==> config.mk <==
export PLATFORM = sky130hd
export DESIGN_NAME = config_regfile_flat
export DESIGN_NICKNAME = d
export VERILOG_FILES = /design/src/rtl/config_regfile_pkg.sv /design/src/rtl/config_regfile_if.sv /design/src/rtl/config_regfile_read_port.sv /design/src/rtl/config_regfile.sv /design/src/flat_wrapper.sv
export SDC_FILE = /design/constraint.sdc
export NUM_CORES = 1
export LEC_CHECK = 0
export CAP_MARGIN = 0
export CORE_ASPECT_RATIO = 1.4
export CORE_MARGIN = 1
export CORE_UTILIZATION = 59
export DETAILED_ROUTE_END_ITERATION = 8
export GPL_TIMING_DRIVEN = 0
export PLACE_DENSITY = 0.95
export SLEW_MARGIN = 20
export SYNTH_ARGS = -nofsm -noshare
export SYNTH_HDL_FRONTEND = slang
export SYNTH_HIERARCHICAL = 1
export SYNTH_SLANG_ARGS = --single-unit
export TNS_END_PERCENT = 5
==> constraint.sdc <==
create_clock -name clk -period 42.8 [get_ports clk]
set_input_delay 8.56 -clock clk [delete_from_list [all_inputs] [get_ports clk]]
set_output_delay 8.56 -clock clk [all_outputs]
set_load 0.02 [all_outputs]
==> src/rtl/config_regfile_pkg.sv <==
// Shared types and constants for the DDR controller configuration register file.
// Register 0 carries the burst-size field consumed by the controller core.
package config_pkg;

  typedef enum logic [1:0] {
    IDLE  = 2'd0,
    BURST = 2'd1,
    DRAIN = 2'd2
  } cfg_state_t;

  localparam int unsigned BYTES_PER_REG  = 8;
  localparam int unsigned BURST_SIZE_LSB = 0;
  localparam int unsigned BURST_SIZE_W   = 2;

endpackage

==> src/rtl/config_regfile_if.sv <==
// Host-side write-burst and read-back bus of the configuration register file.
// The decoder is the master; the register file is the slave.
interface config_regfile_if #(
  parameter int ADDR_W  = 8,
  parameter int DATA_W  = 64,
  parameter int BURST_W = 3
);
  logic              config_wstrobe;
  logic [ADDR_W-1:0] waddr;
  logic [BURST_W-1:0] wburst;
  logic [DATA_W-1:0] wdata;
  logic              wdone;
  logic              werr;
  logic              config_rstrobe;
  logic [ADDR_W-1:0] raddr;
  logic              rvalid;
  logic              rerr;
  logic [DATA_W-1:0] rdata;

  modport master (
    output config_wstrobe, waddr, wburst, wdata, config_rstrobe, raddr,
    input  wdone, werr, rvalid, rerr, rdata
  );

  modport slave (
    input  config_wstrobe, waddr, wburst, wdata, config_rstrobe, raddr,
    output wdone, werr, rvalid, rerr, rdata
  );
endinterface

==> src/rtl/config_regfile_read_port.sv <==
// Registered read-back of the live registers; one-cycle latency, rdata forced
// to zero on a misaligned or out-of-range address.
module config_read_port
  import config_pkg::*;
#(
  parameter int NUM_REGS = 4,
  parameter int DATA_W   = 64,
  parameter int ADDR_W   = 8
) (
  input  logic                       clk,
  input  logic                       rst,
  input  logic                       rstrobe,
  input  logic [ADDR_W-1:0]          raddr,
  input  logic [NUM_REGS*DATA_W-1:0] regs,
  output logic                       rvalid,
  output logic                       rerr,
  output logic [DATA_W-1:0]          rdata
);
  localparam int OFF_W = $clog2(BYTES_PER_REG);
  localparam int IDX_W = ADDR_W - OFF_W;

  logic              hit_s;
  logic              misal_s;
  logic [DATA_W-1:0] sel_s;

  // Address decode: one-hot match folded into a mux so no index can run off the array.
  always_comb begin
    hit_s   = 1'b0;
    sel_s   = {DATA_W{1'b0}};
    misal_s = (raddr[OFF_W-1:0] != {OFF_W{1'b0}});
    for (int i = 0; i < NUM_REGS; i++) begin
      hit_s = hit_s | (raddr[ADDR_W-1:OFF_W] == IDX_W'(i));
      sel_s = sel_s | (regs[i*DATA_W +: DATA_W] &
                       {DATA_W{raddr[ADDR_W-1:OFF_W] == IDX_W'(i)}});
    end
  end

  // Registered read response.
  always_ff @(posedge clk or posedge rst) begin
    if (rst) begin
      rvalid <= 1'b0;
      rerr   <= 1'b0;
      rdata  <= {DATA_W{1'b0}};
    end else begin
      rvalid <= rstrobe;
      if (rstrobe) begin
        if (misal_s || !hit_s) begin
          rerr  <= 1'b1;
          rdata <= {DATA_W{1'b0}};
        end else begin
          rerr  <= 1'b0;
          rdata <= sel_s;
        end
      end else begin
        rerr <= 1'b0;
      end
    end
  end
endmodule

==> src/rtl/config_regfile.sv <==
// Configuration register file: multi-beat write bursts staged in a shadow
// buffer and committed atomically on the final beat, plus a read-back port.
module config_regfile
  import config_pkg::*;
#(
  parameter int NUM_REGS = 4,
  parameter int DATA_W   = 64,
  parameter int ADDR_W   = 8,
  parameter int BURST_W  = 3
) (
  input  logic                       clk,
  input  logic                       rst,
  config_regfile_if.slave            bus,
  output logic [NUM_REGS*DATA_W-1:0] cfg_regs,
  output logic [1:0]                 burst_size,
  output logic [NUM_REGS-1:0]        config_update
);
  localparam int OFF_W = $clog2(BYTES_PER_REG);
  localparam int IDX_W = ADDR_W - OFF_W;
  localparam int SUM_W = ((IDX_W > BURST_W) ? IDX_W : BURST_W) + 2;
  localparam logic [BURST_W-1:0] CNT_ONE = {{(BURST_W-1){1'b0}}, 1'b1};
  localparam logic [IDX_W-1:0]   IDX_ONE = {{(IDX_W-1){1'b0}}, 1'b1};

  logic [DATA_W-1:0]   regs_r   [NUM_REGS];
  logic [DATA_W-1:0]   shadow_r [NUM_REGS];
  cfg_state_t          state_r;
  logic [BURST_W-1:0]  cnt_r;
  logic [IDX_W-1:0]    base_r;
  logic [IDX_W-1:0]    wr_idx_r;
  logic                wdone_r;
  logic                werr_r;
  logic [NUM_REGS-1:0] update_r;

  logic [IDX_W-1:0] first_idx_s;
  logic [SUM_W-1:0] end_s;
  logic             bad_s;
  logic             single_s;

  // First-beat decode: start index, end index and error condition.
  always_comb begin
    first_idx_s = bus.waddr[ADDR_W-1:OFF_W];
    end_s       = SUM_W'(first_idx_s) + SUM_W'(bus.wburst) + SUM_W'(1'b1);
    single_s    = (bus.wburst == {BURST_W{1'b0}});
    bad_s       = (bus.waddr[OFF_W-1:0] != {OFF_W{1'b0}}) || (end_s > SUM_W'(NUM_REGS));
  end

  // Write FSM: shadow staging, atomic commit, and registered response pulses.
  always_ff @(posedge clk or posedge rst) begin
    if (rst) begin
      state_r  <= IDLE;
      cnt_r    <= {BURST_W{1'b0}};
      base_r   <= {IDX_W{1'b0}};
      wr_idx_r <= {IDX_W{1'b0}};
      wdone_r  <= 1'b0;
      werr_r   <= 1'b0;
      update_r <= {NUM_REGS{1'b0}};
      for (int i = 0; i < NUM_REGS; i++) begin
        regs_r[i]   <= {DATA_W{1'b0}};
        shadow_r[i] <= {DATA_W{1'b0}};
      end
    end else begin
      wdone_r  <= 1'b0;
      werr_r   <= 1'b0;
      update_r <= {NUM_REGS{1'b0}};
      case (state_r)
        IDLE: begin
          if (bus.config_wstrobe) begin
            cnt_r <= bus.wburst;
            if (bad_s) begin
              if (single_s) begin
                wdone_r <= 1'b1;
                werr_r  <= 1'b1;
              end else begin
                state_r <= DRAIN;
              end
            end else if (single_s) begin
              wdone_r <= 1'b1;
              for (int i = 0; i < NUM_REGS; i++) begin
                if (IDX_W'(i) == first_idx_s) begin
                  regs_r[i]   <= bus.wdata;
                  update_r[i] <= 1'b1;
                end
              end
            end else begin
              base_r   <= first_idx_s;
              wr_idx_r <= first_idx_s + IDX_ONE;
              state_r  <= BURST;
              for (int i = 0; i < NUM_REGS; i++) begin
                if (IDX_W'(i) == first_idx_s) begin
                  shadow_r[i] <= bus.wdata;
                end
              end
            end
          end
        end
        BURST: begin
          if (bus.config_wstrobe) begin
            if (cnt_r == CNT_ONE) begin
              // Earlier beats come from the shadow, the final beat straight from wdata.
              wdone_r <= 1'b1;
              state_r <= IDLE;
              for (int i = 0; i < NUM_REGS; i++) begin
                if (IDX_W'(i) >= base_r && IDX_W'(i) < wr_idx_r) begin
                  regs_r[i]   <= shadow_r[i];
                  update_r[i] <= 1'b1;
                end else if (IDX_W'(i) == wr_idx_r) begin
                  regs_r[i]   <= bus.wdata;
                  update_r[i] <= 1'b1;
                end
              end
            end else begin
              wr_idx_r <= wr_idx_r + IDX_ONE;
              cnt_r    <= cnt_r - CNT_ONE;
              for (int i = 0; i < NUM_REGS; i++) begin
                if (IDX_W'(i) == wr_idx_r) begin
                  shadow_r[i] <= bus.wdata;
                end
              end
            end
          end
        end
        DRAIN: begin
          if (bus.config_wstrobe) begin
            if (cnt_r == CNT_ONE) begin
              wdone_r <= 1'b1;
              werr_r  <= 1'b1;
              state_r <= IDLE;
            end else begin
              cnt_r <= cnt_r - CNT_ONE;
            end
          end
        end
        default: begin
          state_r <= IDLE;
        end
      endcase
    end
  end

  for (genvar g = 0; g < NUM_REGS; g++) begin : g_flat
    assign cfg_regs[g*DATA_W +: DATA_W] = regs_r[g];
  end

  assign burst_size    = regs_r[0][BURST_SIZE_LSB +: BURST_SIZE_W];
  assign config_update = update_r;
  assign bus.wdone     = wdone_r;
  assign bus.werr      = werr_r;

  config_read_port #(
    .NUM_REGS (NUM_REGS),
    .DATA_W   (DATA_W),
    .ADDR_W   (ADDR_W)
  ) u_read_port (
    .clk     (clk),
    .rst     (rst),
    .rstrobe (bus.config_rstrobe),
    .raddr   (bus.raddr),
    .regs    (cfg_regs),
    .rvalid  (bus.rvalid),
    .rerr    (bus.rerr),
    .rdata   (bus.rdata)
  );
endmodule

==> src/flat_wrapper.sv <==
// flat-port wrapper written by rule: the top's interface ports become plain ports
module config_regfile_flat import config_pkg::*;
#(
  parameter int NUM_REGS = 4,
  parameter int DATA_W   = 64,
  parameter int ADDR_W   = 8,
  parameter int BURST_W  = 3
)
  (clk, rst, cfg_regs, burst_size, config_update, bus_config_wstrobe, bus_waddr, bus_wburst, bus_wdata, bus_config_rstrobe, bus_raddr, bus_wdone, bus_werr, bus_rvalid, bus_rerr, bus_rdata);
  config_regfile_if #(.ADDR_W(ADDR_W), .DATA_W(DATA_W), .BURST_W(BURST_W)) bus_i ();
  input  logic clk;
  input  logic rst;
  output logic [NUM_REGS*DATA_W-1:0] cfg_regs;
  output logic [1:0] burst_size;
  output logic [NUM_REGS-1:0] config_update;
  input wire logic [$bits(bus_i.config_wstrobe)-1:0] bus_config_wstrobe;
  input wire logic [$bits(bus_i.waddr)-1:0] bus_waddr;
  input wire logic [$bits(bus_i.wburst)-1:0] bus_wburst;
  input wire logic [$bits(bus_i.wdata)-1:0] bus_wdata;
  input wire logic [$bits(bus_i.config_rstrobe)-1:0] bus_config_rstrobe;
  input wire logic [$bits(bus_i.raddr)-1:0] bus_raddr;
  output wire logic [$bits(bus_i.wdone)-1:0] bus_wdone;
  output wire logic [$bits(bus_i.werr)-1:0] bus_werr;
  output wire logic [$bits(bus_i.rvalid)-1:0] bus_rvalid;
  output wire logic [$bits(bus_i.rerr)-1:0] bus_rerr;
  output wire logic [$bits(bus_i.rdata)-1:0] bus_rdata;
  assign bus_i.config_wstrobe = bus_config_wstrobe;
  assign bus_i.waddr = bus_waddr;
  assign bus_i.wburst = bus_wburst;
  assign bus_i.wdata = bus_wdata;
  assign bus_i.config_rstrobe = bus_config_rstrobe;
  assign bus_i.raddr = bus_raddr;
  assign bus_wdone = bus_i.wdone;
  assign bus_werr = bus_i.werr;
  assign bus_rvalid = bus_i.rvalid;
  assign bus_rerr = bus_i.rerr;
  assign bus_rdata = bus_i.rdata;
  config_regfile #(.NUM_REGS(NUM_REGS), .DATA_W(DATA_W), .ADDR_W(ADDR_W), .BURST_W(BURST_W)) u_core (.clk(clk), .rst(rst), .bus(bus_i), .cfg_regs(cfg_regs), .burst_size(burst_size), .config_update(config_update));
endmodule
==> metrics.cfg <==
[setup_path]
crit_path_frequent_cell=inv_1
crit_fanout=10
path_class=in -> reg
startpoint_type=input pin
worst_ep_arrival_time_ns=12.59
critPathMaxStageDelay_ns=0.85
required_ns=43.26
cp-end-kind=flip-flop
path_cells=clkdlybuf4s50_1, inv_1, ha_1, inv_1, fa_1, nand2b_1, a222oi_1, a31oi_1, nor2_2, buf_2, mux2_2
slowest_stage=nor2_2

[sta]
fin_skew_ns=0.0130
slew_headroom=0.213
tns_ns=0
hold_viol=0
setup_viol=0
fmax_mhz=82.5
finalMaxSlewViolations=0
tightest_slew_ns=1.18
rsz0062_at_grt=no
finalCritPeriodShare=0.283
min_period_ns=12.13
hold_ws_ns=0.488

[place]
io_buffers=413
routabilityCongestion=0.838
hpwlAfterDp_um=57100

[grt]
grt_usage=0.340
grt-ovfl-total=0
grt_pass1_vias=21100
antenna_found_initial=3
grt_pass1_wl_um=127000
grt_max_degree=112

[finish]
nets=2559
drive_above_1_share=0.385
syn2layout_area_growth_pct=24.3

[cts]
root_buffer=clkbuf_16
cts_resized=0
clk_pin_slew_ns=0.06
cts_hold_buf=0
cts_setup_buffers=0
cts_buffers=55
cts_tree=yes
clk_path_buf_depth=3
cts.sinks=599
clock_latency_ns=0.59
htreeDepth=2

[die]
core_area_um2=47300
io_pins=417
initial_utilization=0.601
row_count=94
die_h_um=262
die_area_um2=49100
die_w_um=188

[synth]
syn_avg_cell_area_um2=14.3
netlist_instances=1985
synth_fp_nets=2083
ys.warnings.count=6
yosys.cell_types.count=59
yosysMostFrequentCell=mux2_2
synth_top_area_frac=0.527
synth.area.top_cells=dfrtp_1, mux2_2, mux2i_1
ys_seq_area_frac=0.527
synthTopCellsByCount=mux2_2, dfrtp_1, mux2i_1, inv_1, mux2_1
ys.flop_type=dfrtp_1
synth_fa_ha_area_frac=0.00510
yosys.area_share.simple=0.0171
synth_xor_area_frac=0.000616
synth_top_family_by_area=multiplexers
async_flop_share=1.00
synth_area_um2=28400
yosys.area.top_type=dfrtp_1
synth_edf_count=0
synth-compound-area-share=0.0594
synth_seq_cells=599
synthMuxAreaShare=0.353

[hold_path]
worstHoldPathType=reg -> reg

[routing]
dr.pass1.iters=5
wire_per_inst_um=26.7
vias_per_cell=6.21
drt_wl_total_um=83500
vias=19400
first_iter_violations=1320
ant_nets=0
remaining_drc_errors=0

[power_and_ir_drop]
switching_share=0.349
peakVddDrop_mv=0.0493
p_seq_frac=0.421
power.density_nw_per_um2=68.5
net-switching-power_mw=0.845
total_power_mw=2.42
p_leak_nw=14.9
p_int_mw=1.58
p_comb_frac=0.373
pwr-share-clk=0.205

[run]
maxCapViolCount=0

[status]
status=complete, no violations

==> power by group through the flow <==
stage                     Sequential, mW  Combinational (mW)  Clock, mW
after floorplan                     1.09               0.386          0
after detailed placement            1.02               0.895          0
after global placement              1.00               0.857          0
final                               1.02               0.904      0.498
after global routing                1.04               0.948      0.523
after CTS                           1.01               0.904      0.502
==> metrics by stage <==
| stage | setup slack (ns) | utilization | std cells | instance area, µm² |
|---|---|---|---|---|
| finish | 30.67 | 0.748 | 3131 | 35400 |
| CTS | 30.77 | 0.748 | 3130 | 35400 |
| floorplan | 19.34 | - | 1985 | 28400 |
| detailed placement | 30.18 | 0.709 | 3028 | 33500 |
| global placement | 14.25 | 0.705 | 3022 | 33400 |
| global route | 30.59 | 0.748 | 3131 | 35400 |
==> cells by family (layout without fill, tap and decap cells) <==
logic type                 count (synthesis)  in the layout
AOI/OAI and AO/OA                        176            176
xor gates and xnor gates                   2              2
other                                      0              1
adders and majority gates                 11             11
and+or+nand+nor                           83             83
DFF                                      599            599
buffers and inverters                    208            729
muxes                                    906            906
==> critical path, delay by kind of cell <==
kind / cells / cell delay [ns]
adders and majority gates: 2 / 0.63
AOI/OAI and AO/OA: 2 / 0.67
buffers and inverters: 4 / 1.28
muxes: 1 / 0.41
and+or+nand+nor: 2 / 1.00
==> layout make-up <==
| type | instances | area, µm² |
|---|---|---|
| Sequential cell | 599 | 15000 |
| Tap cell | 624 | 781 |
| Multi-Input combinational cell | 1178 | 12400 |
| Antenna cell | 1 | 2.50 |
| Clock inverter | 11 | 96.3 |
| Buffer | 128 | 771 |
| Inverter | 80 | 310 |
| Fill cell | 2778 | 11900 |
| Clock buffer | 91 | 1730 |
| Timing Repair Buffer | 419 | 4290 |
==> placed cells by master (no fill, tap or decap), drive strengths merged, types with 10 or more instances in the layout <==
| cell type | netlist | layout |
|---|---|---|
| nor2 | 11 | 11 |
| mux2i | 130 | 130 |
| mux2 | 776 | 776 |
| dfrtp | 599 | 599 |
| inv | 80 | 81 |
| clkdlybuf4s50 | 0 | 413 |
| buf | 98 | 104 |
| ha | 10 | 10 |
| nand2 | 25 | 25 |
| o22ai | 68 | 68 |
| nand3 | 11 | 11 |
| clkbuf | 30 | 121 |
| o22a | 64 | 64 |
| o21ai | 14 | 14 |
==> metal layers <==
layer / part of all wire / track usage
met1: 0.37 / 0.395
met2: 0.51 / 0.597
met5: 0.00024 / 0
met3: 0.060 / 0.0556
met4: 0.060 / 0.201
==> state kept, by name, summed over array words and instances (netlist names) <==
signal and cells:
u_core/base_r 5, u_core/burst_size 2, u_core/bus.wdone 1, u_core/bus.werr 1
u_core/cfg_regs 254, u_core/cnt_r 3, u_core/config_update 4, u_core/shadow_r 256
u_core/state_r 2, u_core/u_read_port/rdata 64, u_core/u_read_port/rerr 1, u_core/u_read_port/rvalid 1
u_core/wr_idx_r 5
==> path summary, 6_finish.rpt <==
path,from,end,slack (ns),depth (start not counted)
worst max-delay path,bus_waddr[3],u_core/shadow_r[227],30.67,11
worst min-delay path,u_core/shadow_r[89],u_core/shadow_r[89],0.49,1
worst max register to register,u_core/state_r[0],u_core/shadow_r[227],39.06,8
worst min register to register,u_core/shadow_r[89],u_core/shadow_r[89],0.49,1
max in group asynchronous,rst,u_core/shadow_r[119],32.59,5
min in group asynchronous,rst,u_core/u_read_port/rdata[29],8.51,2
Note: power is estimated with default switching activity, not from simulation.
